--- config.mk ---
export PLATFORM = sky130hd
export DESIGN_NAME = lifo_ext
export DESIGN_NICKNAME = d
export VERILOG_FILES = /design/src/rtl/lifo_ext.sv
export SDC_FILE = /design/constraint.sdc
export NUM_CORES = 1
export LEC_CHECK = 0
export BUFFER_PORTS_ARGS = -buffer_cell sky130_fd_sc_hd__buf_2
export CORE_ASPECT_RATIO = 0.75
export CORE_MARGIN = 1.5
export CORE_UTILIZATION = 50
export CTS_CLUSTER_DIAMETER = 100
export DETAILED_ROUTE_END_ITERATION = 7
export PLACE_DENSITY_LB_ADDON = 0.3
export SYNTH_ARGS = -nofsm -noshare
export SYNTH_HDL_FRONTEND = slang
export SYNTH_SLANG_ARGS = --single-unit
--- constraint.sdc ---
create_clock -name clk_i -period 5.75 [get_ports clk_i]
set_input_delay 0 -clock clk_i [delete_from_list [all_inputs] [get_ports clk_i]]
set_output_delay 0 -clock clk_i [all_outputs]
set_load 0.05 [all_outputs]
--- src/rtl/lifo_ext.sv ---
// Protected synchronous stack with replace-top, read-valid strobe, almost flags and error pulses.
// Optional saturating error counters are compiled in with LIFO_EXT_ERR_CNT_EN.
module lifo_ext #(
  parameter int DWIDTH = 8,
  parameter int AWIDTH = 4,
  parameter int AF_LVL = 2**AWIDTH-1,
  parameter int AE_LVL = 1
) (
  input  logic              clk_i,
  input  logic              srst_i,
  input  logic              wrreq_i,
  input  logic [DWIDTH-1:0] data_i,
  input  logic              rdreq_i,
  output logic [DWIDTH-1:0] q_o,
  output logic              q_valid_o,
  output logic              empty_o,
  output logic              full_o,
  output logic              almost_empty_o,
  output logic              almost_full_o,
  output logic [AWIDTH:0]   usedw_o,
  output logic              overflow_o,
  output logic              underflow_o
`ifdef LIFO_EXT_ERR_CNT_EN
  ,
  input  logic              cnt_clr_i,
  output logic [15:0]       ovf_cnt_o,
  output logic [15:0]       udf_cnt_o
`endif
);

  localparam int            DEPTH  = 2**AWIDTH;
  localparam logic [AWIDTH:0] FULL_C = DEPTH[AWIDTH:0];
  localparam logic [AWIDTH:0] AF_C   = AF_LVL[AWIDTH:0];
  localparam logic [AWIDTH:0] AE_C   = AE_LVL[AWIDTH:0];

  logic [DWIDTH-1:0] mem [DEPTH];

  logic              pop_ok;
  logic              push_ok;
  logic [AWIDTH-1:0] top_idx;
  logic [AWIDTH-1:0] wr_idx;
  logic [AWIDTH:0]   usedw_nxt;

  // Decode uses the registered empty/full flags; a pop frees the slot a simultaneous push needs.
  assign pop_ok  = rdreq_i && !empty_o;
  assign push_ok = wrreq_i && (!full_o || pop_ok);
  assign top_idx = usedw_o[AWIDTH-1:0] - AWIDTH'(1);
  assign wr_idx  = pop_ok ? top_idx : usedw_o[AWIDTH-1:0];

  always_comb begin
    usedw_nxt = usedw_o;
    case ({push_ok, pop_ok})
      2'b10:   usedw_nxt = usedw_o + (AWIDTH+1)'(1);
      2'b01:   usedw_nxt = usedw_o - (AWIDTH+1)'(1);
      default: usedw_nxt = usedw_o;
    endcase
  end

  // Storage kept free of reset so it maps onto a plain synchronous RAM.
  always_ff @(posedge clk_i) begin
    if (push_ok && !srst_i) begin
      mem[wr_idx] <= data_i;
    end
  end

  always_ff @(posedge clk_i) begin
    if (srst_i) begin
      usedw_o        <= '0;
      q_o            <= '0;
      q_valid_o      <= 1'b0;
      empty_o        <= 1'b1;
      full_o         <= 1'b0;
      almost_empty_o <= 1'b1;
      almost_full_o  <= 1'b0;
      overflow_o     <= 1'b0;
      underflow_o    <= 1'b0;
    end else begin
      // Old top is read with the same edge that overwrites it, so replace returns the old value.
      if (pop_ok) begin
        q_o <= mem[top_idx];
      end
      q_valid_o      <= pop_ok;
      usedw_o        <= usedw_nxt;
      empty_o        <= (usedw_nxt == '0);
      full_o         <= (usedw_nxt == FULL_C);
      almost_empty_o <= (usedw_nxt <= AE_C);
      almost_full_o  <= (usedw_nxt >= AF_C);
      overflow_o     <= wrreq_i && !push_ok;
      underflow_o    <= rdreq_i && !pop_ok;
    end
  end

`ifdef LIFO_EXT_ERR_CNT_EN
  always_ff @(posedge clk_i) begin
    if (srst_i || cnt_clr_i) begin
      ovf_cnt_o <= '0;
      udf_cnt_o <= '0;
    end else begin
      if (wrreq_i && !push_ok && ovf_cnt_o != 16'hFFFF) begin
        ovf_cnt_o <= ovf_cnt_o + 16'd1;
      end
      if (rdreq_i && !pop_ok && udf_cnt_o != 16'hFFFF) begin
        udf_cnt_o <= udf_cnt_o + 16'd1;
      end
    end
  end
`endif

endmodule

==> impl_metrics.tcl, run 1 <==
set metrics [dict create \
    drv_slew 0 \
    start_util 0.517 \
    hold_violations 0 \
    track_usage 0.206 \
    synth_flop_cell "edfxtp_1" \
    skew_ns 0.00958 \
    core_mm2 0.0117 \
    report.final.setup_viol 0 \
    ff2ff_setup_slack_ns 2.34 \
    p_leak_nw 2.33 \
    ant_nets 0 \
    cp.arrival_ns 3.75 \
    grt_max_degree 43 \
    drt_pass1_iterations 6 \
    io_buffers 31 \
    drt_iter0_markers 280 \
    async_flop_share 0 \
    placed_cells 527 \
    numCtsBuffers 17 \
    diodes 0 \
    power_frac_comb 0.199 \
    synthCells 353 \
    nFillCells 871 \
    seq_area_frac_synth 0.701 \
    final_net_count 412 \
    cts_tree "yes" \
    htree_num_levels 4 \
    clock_power_share 0.365 \
    setup_slack_ns 2.34 \
    reg2reg_from "empty_o" \
    fin_crit_ns 3.41 \
    switching_power_mw 0.823 \
    post_cts_resized 0 \
    viasPerCell 5.86 \
    internal-power_mw 2.03 \
    clkTransAtPathRegs_ns 0.06 \
    pwr-share-seq 0.435 \
    syn-num-nets 369 \
    cp-endpoint "full_o" \
    crit_fanout 18 \
    vias 3343 \
    synth_cell_types 43 \
    cts-root-buf "clkbuf_16" \
    clk_latency_ns 0.42 \
    die_x_um 130 \
    tns_ns 0 \
    avgSynthCellArea_um2 17.1 \
    drive_gt1_frac 0.250 \
    switching_share 0.289 \
    r2r_cells 9 \
    vdd_drop_max_v 0.000284 \
    r2r-end "full_o" \
    ioPinCount 32 \
    antenna_found_initial 0 \
    p_per_area_mw_per_mm2 409 \
    worstHoldPathCells 4 \
    wl_per_cell_um 21.3 \
    dieHeight_um 98.3 \
    status "finished clean" \
    rsz0062_at_grt "false" \
    critPathKind "reg -> reg" \
    dp_hpwl_um 7810 \
    slew_headroom 0.323 \
    grt_pass1_wl_um 18700 \
    clockBufferDepth 2 \
    finish.utilization 0.596 \
    timing.fmax_ghz 0.294 \
    endpoint_kind "flop" \
    fp-row-count 34 \
    ys_seq_elements 148 \
    stdcell_count 570 \
    area_delta_synth_final_pct 15.2 \
    wl_um 12100 \
    fp.dieArea_mm2 0.0128 \
    synth_area_mm2 0.00605 \
    crit_path_start_kind "flop" \
    grt-ovfl-total 0 \
    pre_cts_ws_ns 2.46 \
    startpoint "empty_o" \
    synth-edff-count 128 \
    gp_congestion 0.830 \
    worst_pin_slew_ns 1.01 \
    min_path_type "in -> reg" \
    remaining_drc_errors 0 \
    drv_cap 0 \
    worstPathRequired_ns 6.10 \
    fin_crit_sh 0.592 \
    grt_pass1_vias 3377 \
    clock_sinks 148 \
    yosys_warnings 0 \
]
==> cell usage after synthesis, types with 7 or more instances <==
cell / number / area [um^2]
a211oi_1: 8 / 60.1
dfxtp_1: 20 / 400
and2_1: 8 / 50.1
clkbuf_1: 8 / 30.0
a2111oi_0: 8 / 70.1
nand2_1: 11 / 41.3
mux2i_1: 10 / 100
mux4_2: 32 / 721
edfxtp_1: 128 / 3840
o21ai_0: 7 / 35.0
nor3_1: 7 / 35.0
a21oi_1: 7 / 35.0
nor2_1: 36 / 135
==> metal layers <==
metal / up-vias / wire length, um / track usage
li1: 1495 / - / -
met1: 1686 / 5580 / 0.292
met2: 131 / 5620 / 0.306
met3: 31 / 651 / 0.0553
met4: 0 / 268 / 0.0863
met5: - / 0 / 0
==> critical path, stage by stage (launching register included) <==
cell	delay [ns]
dfxtp_1	0.36
nand2b_1	0.34
clkinv_1	0.55
ha_1	0.53
xor2_1	0.20
ha_1	0.24
a311o_1	0.39
or3_4	0.35
a21o_1	0.22
nor3b_2	0.15
==> timing repair <==
item,4_1_cts,5_1_grt
hold buffers,12,0
endpoints found under the hold margin,134,0
setup buffers,0,0
==> final cells by class <==
type,count,area [um^2],share of cell area
timing repair buffer,45,290,0.0416
inverter,6,22.5,0.00323
clock buffer,18,429,0.0615
sequential,148,4250,0.609
tap,162,203,0.0291
multi-input combinational,178,1660,0.238
clock inverter,13,125,0.0179
==> through the flow <==
stage | hold slack [ns] | total power [mW] | cell area, um^2
2_1_floorplan | 0.0989 | 1.70 | 6050
3_3_place_gp | 0.255 | 1.82 | 6300
3_5_place_dp | 0.265 | 1.83 | 6300
4_1_cts | 0.404 | 2.86 | 6970
5_1_grt | 0.438 | 2.95 | 6970
6_report | 0.406 | 2.85 | 6970
==> worst min-delay path by stage <==
stage | slack (ns) | start | end
after floorplan | 0.1 | data_i[0] | mem[0][0]
after global placement | 0.26 | rdreq_i | underflow_o
after detailed placement | 0.27 | rdreq_i | underflow_o
after CTS | 0.40 | wrreq_i | overflow_o
after global routing | 0.44 | wrreq_i | overflow_o
final | 0.41 | wrreq_i | overflow_o
==> power by group through the flow <==
| stage | Sequential, mW | Clock [mW] | Combinational (mW) |
|---|---|---|---|
| after floorplan | 1.32 | 0 | 0.383 |
| after global placement | 1.26 | 0 | 0.560 |
| after detailed placement | 1.26 | 0 | 0.563 |
| after CTS | 1.24 | 1.05 | 0.573 |
| after global routing | 1.25 | 1.09 | 0.615 |
| final | 1.24 | 1.04 | 0.568 |
==> sequential cells by signal, indices dropped and copies added (netlist names) <==
signal and flops:
almost_empty_o 1, almost_full_o 1, empty_o 1, full_o 1, mem 128, overflow_o 1, q_o 8, q_valid_o 1
underflow_o 1, usedw_o 5
==> placed cells by master (no fill, tap or decap), drive strengths merged, types with 7 or more instances in the layout <==
| cell type | n |
|---|---|
| clkbuf | 18 |
| nand2 | 11 |
| nor3 | 8 |
| a2111oi | 8 |
| a21oi | 7 |
| a211oi | 8 |
| mux2i | 10 |
| o21ai | 7 |
| buf | 33 |
| mux4 | 32 |
| edfxtp | 128 |
| dfxtp | 20 |
| and2 | 8 |
| nor2 | 36 |
| inv | 10 |
| dlygate4sd3 | 12 |
==> kinds of logic (layout without fill, tap and decap cells) <==
kind of cell | after synthesis | count (layout) | share of synthesized area
buffers and inverters | 27 | 82 | 0.0246
muxes | 42 | 42 | 0.136
adders and majority gates | 4 | 4 | 0.00827
DFF | 148 | 148 | 0.701
xor gates and xnor gates | 7 | 7 | 0.0114
AOI/OAI and AO/OA | 46 | 46 | 0.0544
and+or+nand+nor | 79 | 79 | 0.0643
Power figures use the tool's default switching activity.
==> run 2, diff against run 1 <==
--- a/config.mk
+++ b/config.mk
@@ -5,6 +5,7 @@
 export SDC_FILE = /design/constraint.sdc
 export NUM_CORES = 1
 export LEC_CHECK = 0
+export ABC_AREA = 1
 export BUFFER_PORTS_ARGS = -buffer_cell sky130_fd_sc_hd__buf_2
 export CORE_ASPECT_RATIO = 0.75
 export CORE_MARGIN = 1.5
==> constraint.sdc (replaced) <==
create_clock -name clk_i -period 3.4 [get_ports clk_i]
set_input_delay 0 -clock clk_i [delete_from_list [all_inputs] [get_ports clk_i]]
set_output_delay 0 -clock clk_i [all_outputs]
set_load 0.05 [all_outputs]
==> impl_metrics.tcl, run 2 <==
set metrics [dict create \
    syn-num-nets 558 \
    clkTransAtPathRegs_ns 0.06 \
    antenna_found_initial 0 \
    die_x_um 131 \
    reg_top3 "mem: 128 flops, q_o: 8 flops, usedw_o: 5 flops" \
    wl_per_cell_um 18.7 \
    final_net_count 590 \
    drv_slew 0 \
    synth-edff-count 128 \
    final_cell_mix "nor2_1, edfxtp_1, o21ai_0, nand2_1, buf_2" \
    min_path_type "in -> reg" \
    async_flop_share 0 \
    drt_iter0_markers 390 \
    viasPerCell 5.54 \
    slew_headroom 0.498 \
    pre_cts_ws_ns 0.633 \
    fp.dieArea_mm2 0.0129 \
    drt_pass1_iterations 5 \
    io_buffers 31 \
    yosysMostFrequentCell "nor2_1" \
    track_usage 0.238 \
    seq_area_frac_synth 0.693 \
    drv_cap 0 \
    regMostFlops "mem" \
    setup_slack_ns 0.621 \
    synth_top_cell_by_area "edfxtp_1" \
    endpoint_kind "flop" \
    skew_ns 0.00681 \
    cp.arrival_ns 2.82 \
    diodes 0 \
    stdcell_count 749 \
    fp-row-count 34 \
    core_mm2 0.0118 \
    ys_seq_elements 148 \
    grt_pass1_wl_um 22000 \
    critPathKind "reg -> reg" \
    grt_pass1_vias 3932 \
    synth_top_cell_area_share 0.628 \
    vdd_drop_max_v 0.000556 \
    ioPinCount 32 \
    status "finished clean" \
    wl_um 14000 \
    remaining_drc_errors 0 \
    grt_max_degree 69 \
    numCtsBuffers 17 \
    tns_ns 0 \
    drive_gt1_frac 0.141 \
    final_common_cell "nor2_1" \
    worst_pin_slew_ns 0.751 \
    nFillCells 942 \
    holdCritStartpoint "data_i[0]" \
    fin_crit_ns 2.78 \
    placed_cells 713 \
    p_per_area_mw_per_mm2 805 \
    synthCells 542 \
    grt-ovfl-total 0 \
    hold_violations 0 \
    clockBufferDepth 2 \
    rsz0062_at_grt "false" \
    yosys_warnings 0 \
    fin_crit_sh 0.817 \
    postCtsSetupBuffers 0 \
    timing.fmax_ghz 0.360 \
    worstPathRequired_ns 3.44 \
    start_util 0.520 \
    synth_area_mm2 0.00612 \
    ant_nets 0 \
    clock_sinks 148 \
    dp_hpwl_um 8690 \
    ys_top_cells_by_count "nor2_1, edfxtp_1, o21ai_0, nand2_1, o211ai_1" \
    crit_fanout 17 \
    dieHeight_um 98.8 \
    vias 4149 \
    startpoint "usedw_o[1]" \
    gp_congestion 0.918 \
    area_delta_synth_final_pct 14.1 \
    p_leak_nw 2.53 \
    crit_path_start_kind "flop" \
    clk_latency_ns 0.41 \
    largest_reg_flops 128 \
    reg2reg_from "usedw_o[1]" \
    synth_flop_cell "edfxtp_1" \
    synth_area_leaders "edfxtp_1, o21ai_0, nor2_1, dfxtp_1, o211ai_1" \
    cts_tree "yes" \
    report.final.setup_viol 0 \
    avgSynthCellArea_um2 11.3 \
    cts-root-buf "clkbuf_16" \
    htree_num_levels 4 \
    synth_cell_types 28 \
]
run 2: changes by cell type after synthesis, sizes merged, moves of 10 or more:
cell / change
mux4: -32
inv: +19
o21ai: +94
nand2: +40
nor2: +98
o211ai: +24
mux2i: -10
run 2: routing by layer:
layer  GRT usage  wire length, um
met4      0.0854              161
met3      0.0559             1100
met1       0.349             6540
met5           0                0
met2       0.349             6180
run 2: what timing repair did:
action                                 in CTS  in global routing
gates resized for setup                     0                  0
hold buffers                                4                  0
endpoints found under the hold margin       8                  0
run 2: layout make-up:
cell class	count	area [um^2]	area share
flip-flops and latches	148	4250	0.608
multi-input cells	343	1640	0.235
clock buffers	19	475	0.0681
repair buffers	40	233	0.0333
well taps	162	203	0.0290
inverters	24	92.6	0.0133
clock inverters	13	90.1	0.0129
run 2: metrics by stage:
step / instance area (um^2) / utilization / total power, mW / hold slack, ns
after floorplan: 6120 / - / 3.42 / 0.0989
after detailed placement: 6380 / 0.541 / 3.85 / 0.260
after global routing: 6980 / 0.593 / 5.90 / 0.0218
after CTS: 6980 / 0.593 / 5.62 / 0.00894
final: 6980 / 0.593 / 5.62 / 0.0171
after global placement: 6380 / 0.541 / 3.82 / 0.249
run 2: cell families after synthesis:
kind of cell | count (synthesis) | share of synthesized area
AOI/OAI and AO/OA | 136 | 0.123
xor gates and xnor gates | 5 | 0.00961
adders and majority gates | 4 | 0.00818
buffers and inverters | 51 | 0.0382
DFF | 148 | 0.693
and+or+nand+nor | 198 | 0.128
run 2: where the power goes:
group / switching, mW / internal (mW) / total, mW
Clock: 0.744 / 1.03 / 1.77
Sequential: 0.0511 / 2.09 / 2.14
Combinational: 1.26 / 0.453 / 1.71
run 2: worst max-delay path, stage by stage, from the launching register on:
cell	delay (ns)
dfxtp_1	0.43
inv_1	0.12
ha_1	0.23
xnor2_2	0.38
inv_4	0.18
nor2_4	0.24
a21oi_2	0.09
inv_2	0.09
nand2_2	0.07
nor2_1	0.57
run 2: final timing paths:
kind / endpoint / slack (ns) / depth (start not counted)
max: mem[11][1] / 0.62 / 9
min: mem[15][0] / 0.02 / 1
max reg2reg: mem[11][1] / 0.62 / 9
min reg2reg: overflow_o / 0.51 / 2
==> run 3, diff against run 2 <==
==> constraint.sdc (replaced) <==
create_clock -name clk_i -period 2.46 [get_ports clk_i]
set_input_delay 0 -clock clk_i [delete_from_list [all_inputs] [get_ports clk_i]]
set_output_delay 0 -clock clk_i [all_outputs]
set_load 0.05 [all_outputs]
==> impl_metrics.tcl, run 3 (synthesized netlist as in run 2, its figures left out) <==
set metrics [dict create \
    ant_nets 0 \
    antenna_found_initial 0 \
    crit_path_start_kind "flop" \
    hold_violations 0 \
    start_util 0.520 \
    power_frac_comb 0.314 \
    grt_max_degree 69 \
    drv_cap 0 \
    remaining_drc_errors 0 \
    p_leak_nw 2.58 \
    min_path_type "in -> reg" \
    timing.fmax_ghz 0.444 \
    skew_ns 0.00780 \
    gp_congestion 0.878 \
    fp-row-count 34 \
    reg2reg_from "usedw_o[0]" \
    cts_tree "yes" \
    crit_fanout 35 \
    worst-path-stages 8 \
    grt-ovfl-total 0 \
    critPathTopFamily "simple AND/OR/NAND/NOR gates" \
    startpoint "usedw_o[0]" \
    fin_crit_sh 0.915 \
    p_per_area_mw_per_mm2 1120 \
    pwr-share-seq 0.365 \
    critPathKind "reg -> reg" \
    cp.arrival_ns 2.34 \
    cp_slowest_stage_delay_ns 0.35 \
    ioPinCount 32 \
    path_buf_inv 2 \
    nFillCells 931 \
    drive_gt1_frac 0.188 \
    diodes 0 \
    wl_um 13900 \
    clkTransAtPathRegs_ns 0.06 \
    htree_num_levels 4 \
    cp-endpoint "mem[9][1]" \
    largest_reg_flops 128 \
    worstPathRequired_ns 2.55 \
    postCtsSetupBuffers 0 \
    report.final.setup_viol 0 \
    core_mm2 0.0118 \
    fp.dieArea_mm2 0.0129 \
    worst_pin_slew_ns 0.686 \
    switching_power_mw 2.94 \
    drt_iter0_markers 367 \
    crit_path_top_delay_cell "buf_4" \
    reg_top3 "mem: 128 flops, q_o: 8 flops, usedw_o: 5 flops" \
    vias 4179 \
    drv_slew 0 \
    finish.utilization 0.619 \
    clockBufferDepth 2 \
    cts-root-buf "clkbuf_16" \
    clk_latency_ns 0.42 \
    viasPerCell 5.52 \
    status "finished clean" \
    dieHeight_um 98.8 \
    area_delta_synth_final_pct 19.1 \
    fin_crit_ns 2.25 \
    grt_pass1_vias 3858 \
    clock_sinks 148 \
    r2r-end "mem[9][1]" \
    regMostFlops "mem" \
    io_buffers 31 \
    multi_input_area_mm2 0.00183 \
    die_x_um 131 \
    rsz0062_at_grt "false" \
    final_common_cell "edfxtp_1" \
    switching_share 0.361 \
    grt_pass1_wl_um 21500 \
    worstHoldPathCells 1 \
    total_power_mw 8.16 \
    numCtsBuffers 17 \
    final_net_count 598 \
    crit_path_cell_trace "clkinv_1, buf_4, nand3_2, xor2_2, or2_0, o21ai_2, nand2_2, nor2_4" \
    slew_headroom 0.543 \
    clock_power_share 0.321 \
    register_area_mm2 0.00425 \
    dp_hpwl_um 8800 \
    r2r_cells 8 \
    internal-power_mw 5.22 \
    fin_hold_ws_ns 0.00991 \
    track_usage 0.231 \
    endpoint_kind "flop" \
    vdd_drop_max_v 0.000584 \
    wl_per_cell_um 18.4 \
    ff2ff_setup_slack_ns 0.21 \
    drt_pass1_iterations 7 \
    final_cell_mix "edfxtp_1, nor2_1, o21ai_0, nand2_1, buf_2" \
]
run 3: what timing repair did:
action                                 CTS  global route
resized for setup                        0             6
setup endpoints to repair                0             6
endpoints found under the hold margin   52             0
hold buffers                             8             0
run 3: power groups by stage:
| stage | clock, mW | sequential (mW) | combinational (mW) |
|---|---|---|---|
| after global routing | 2.76 | 2.99 | 2.81 |
| after CTS | 2.64 | 2.98 | 2.52 |
| after global placement | 0 | 3.02 | 2.45 |
| final | 2.62 | 2.98 | 2.56 |
| after floorplan | 0 | 3.25 | 1.60 |
| after detailed placement | 0 | 3.03 | 2.49 |
run 3: layout make-up:
class / instances / area share
inverter: 24 / 0.0127
tap: 162 / 0.0278
clock buffer: 18 / 0.0588
clock inverter: 14 / 0.0244
multi-input combinational: 343 / 0.250
sequential: 148 / 0.583
timing repair buffer: 48 / 0.0432
run 3: worst reg2reg max path, stage by stage, from the launching register on:
cell      delay (ns)
dfxtp_4         0.34
clkinv_1        0.06
buf_4           0.35
nand3_2         0.15
xor2_2          0.17
or2_0           0.23
o21ai_2         0.11
nand2_2         0.20
nor2_4          0.32
run 3: how the worst min path moves through the flow:
stage                     startpoint          end  slack, ns
after floorplan            data_i[0]    mem[0][0]        0.1
after global placement       rdreq_i  underflow_o       0.26
after detailed placement     rdreq_i  underflow_o       0.24
after CTS                  data_i[6]    mem[9][6]      0.003
after global routing       data_i[6]    mem[8][6]      0.005
final                      data_i[6]    mem[3][6]       0.01
run 3: metal layers:
layer	routed length, um	up-vias	track usage
li1	-	1984	-
met1	6500	2002	0.356
met2	6080	177	0.328
met3	1190	16	0.0570
met4	150	0	0.0609
met5	0	-	0
run 3: metrics by stage:
stage	cell area (um^2)	setup WS [ns]	setup TNS, ns	instances
floorplan	6290	-0.0121	-0.611	542
global placement	6590	0.273	0	717
detailed placement	6590	0.0672	0	717
CTS	7270	0.0491	0	757
global route	7290	0.0180	0	757
finish	7290	0.208	0	757
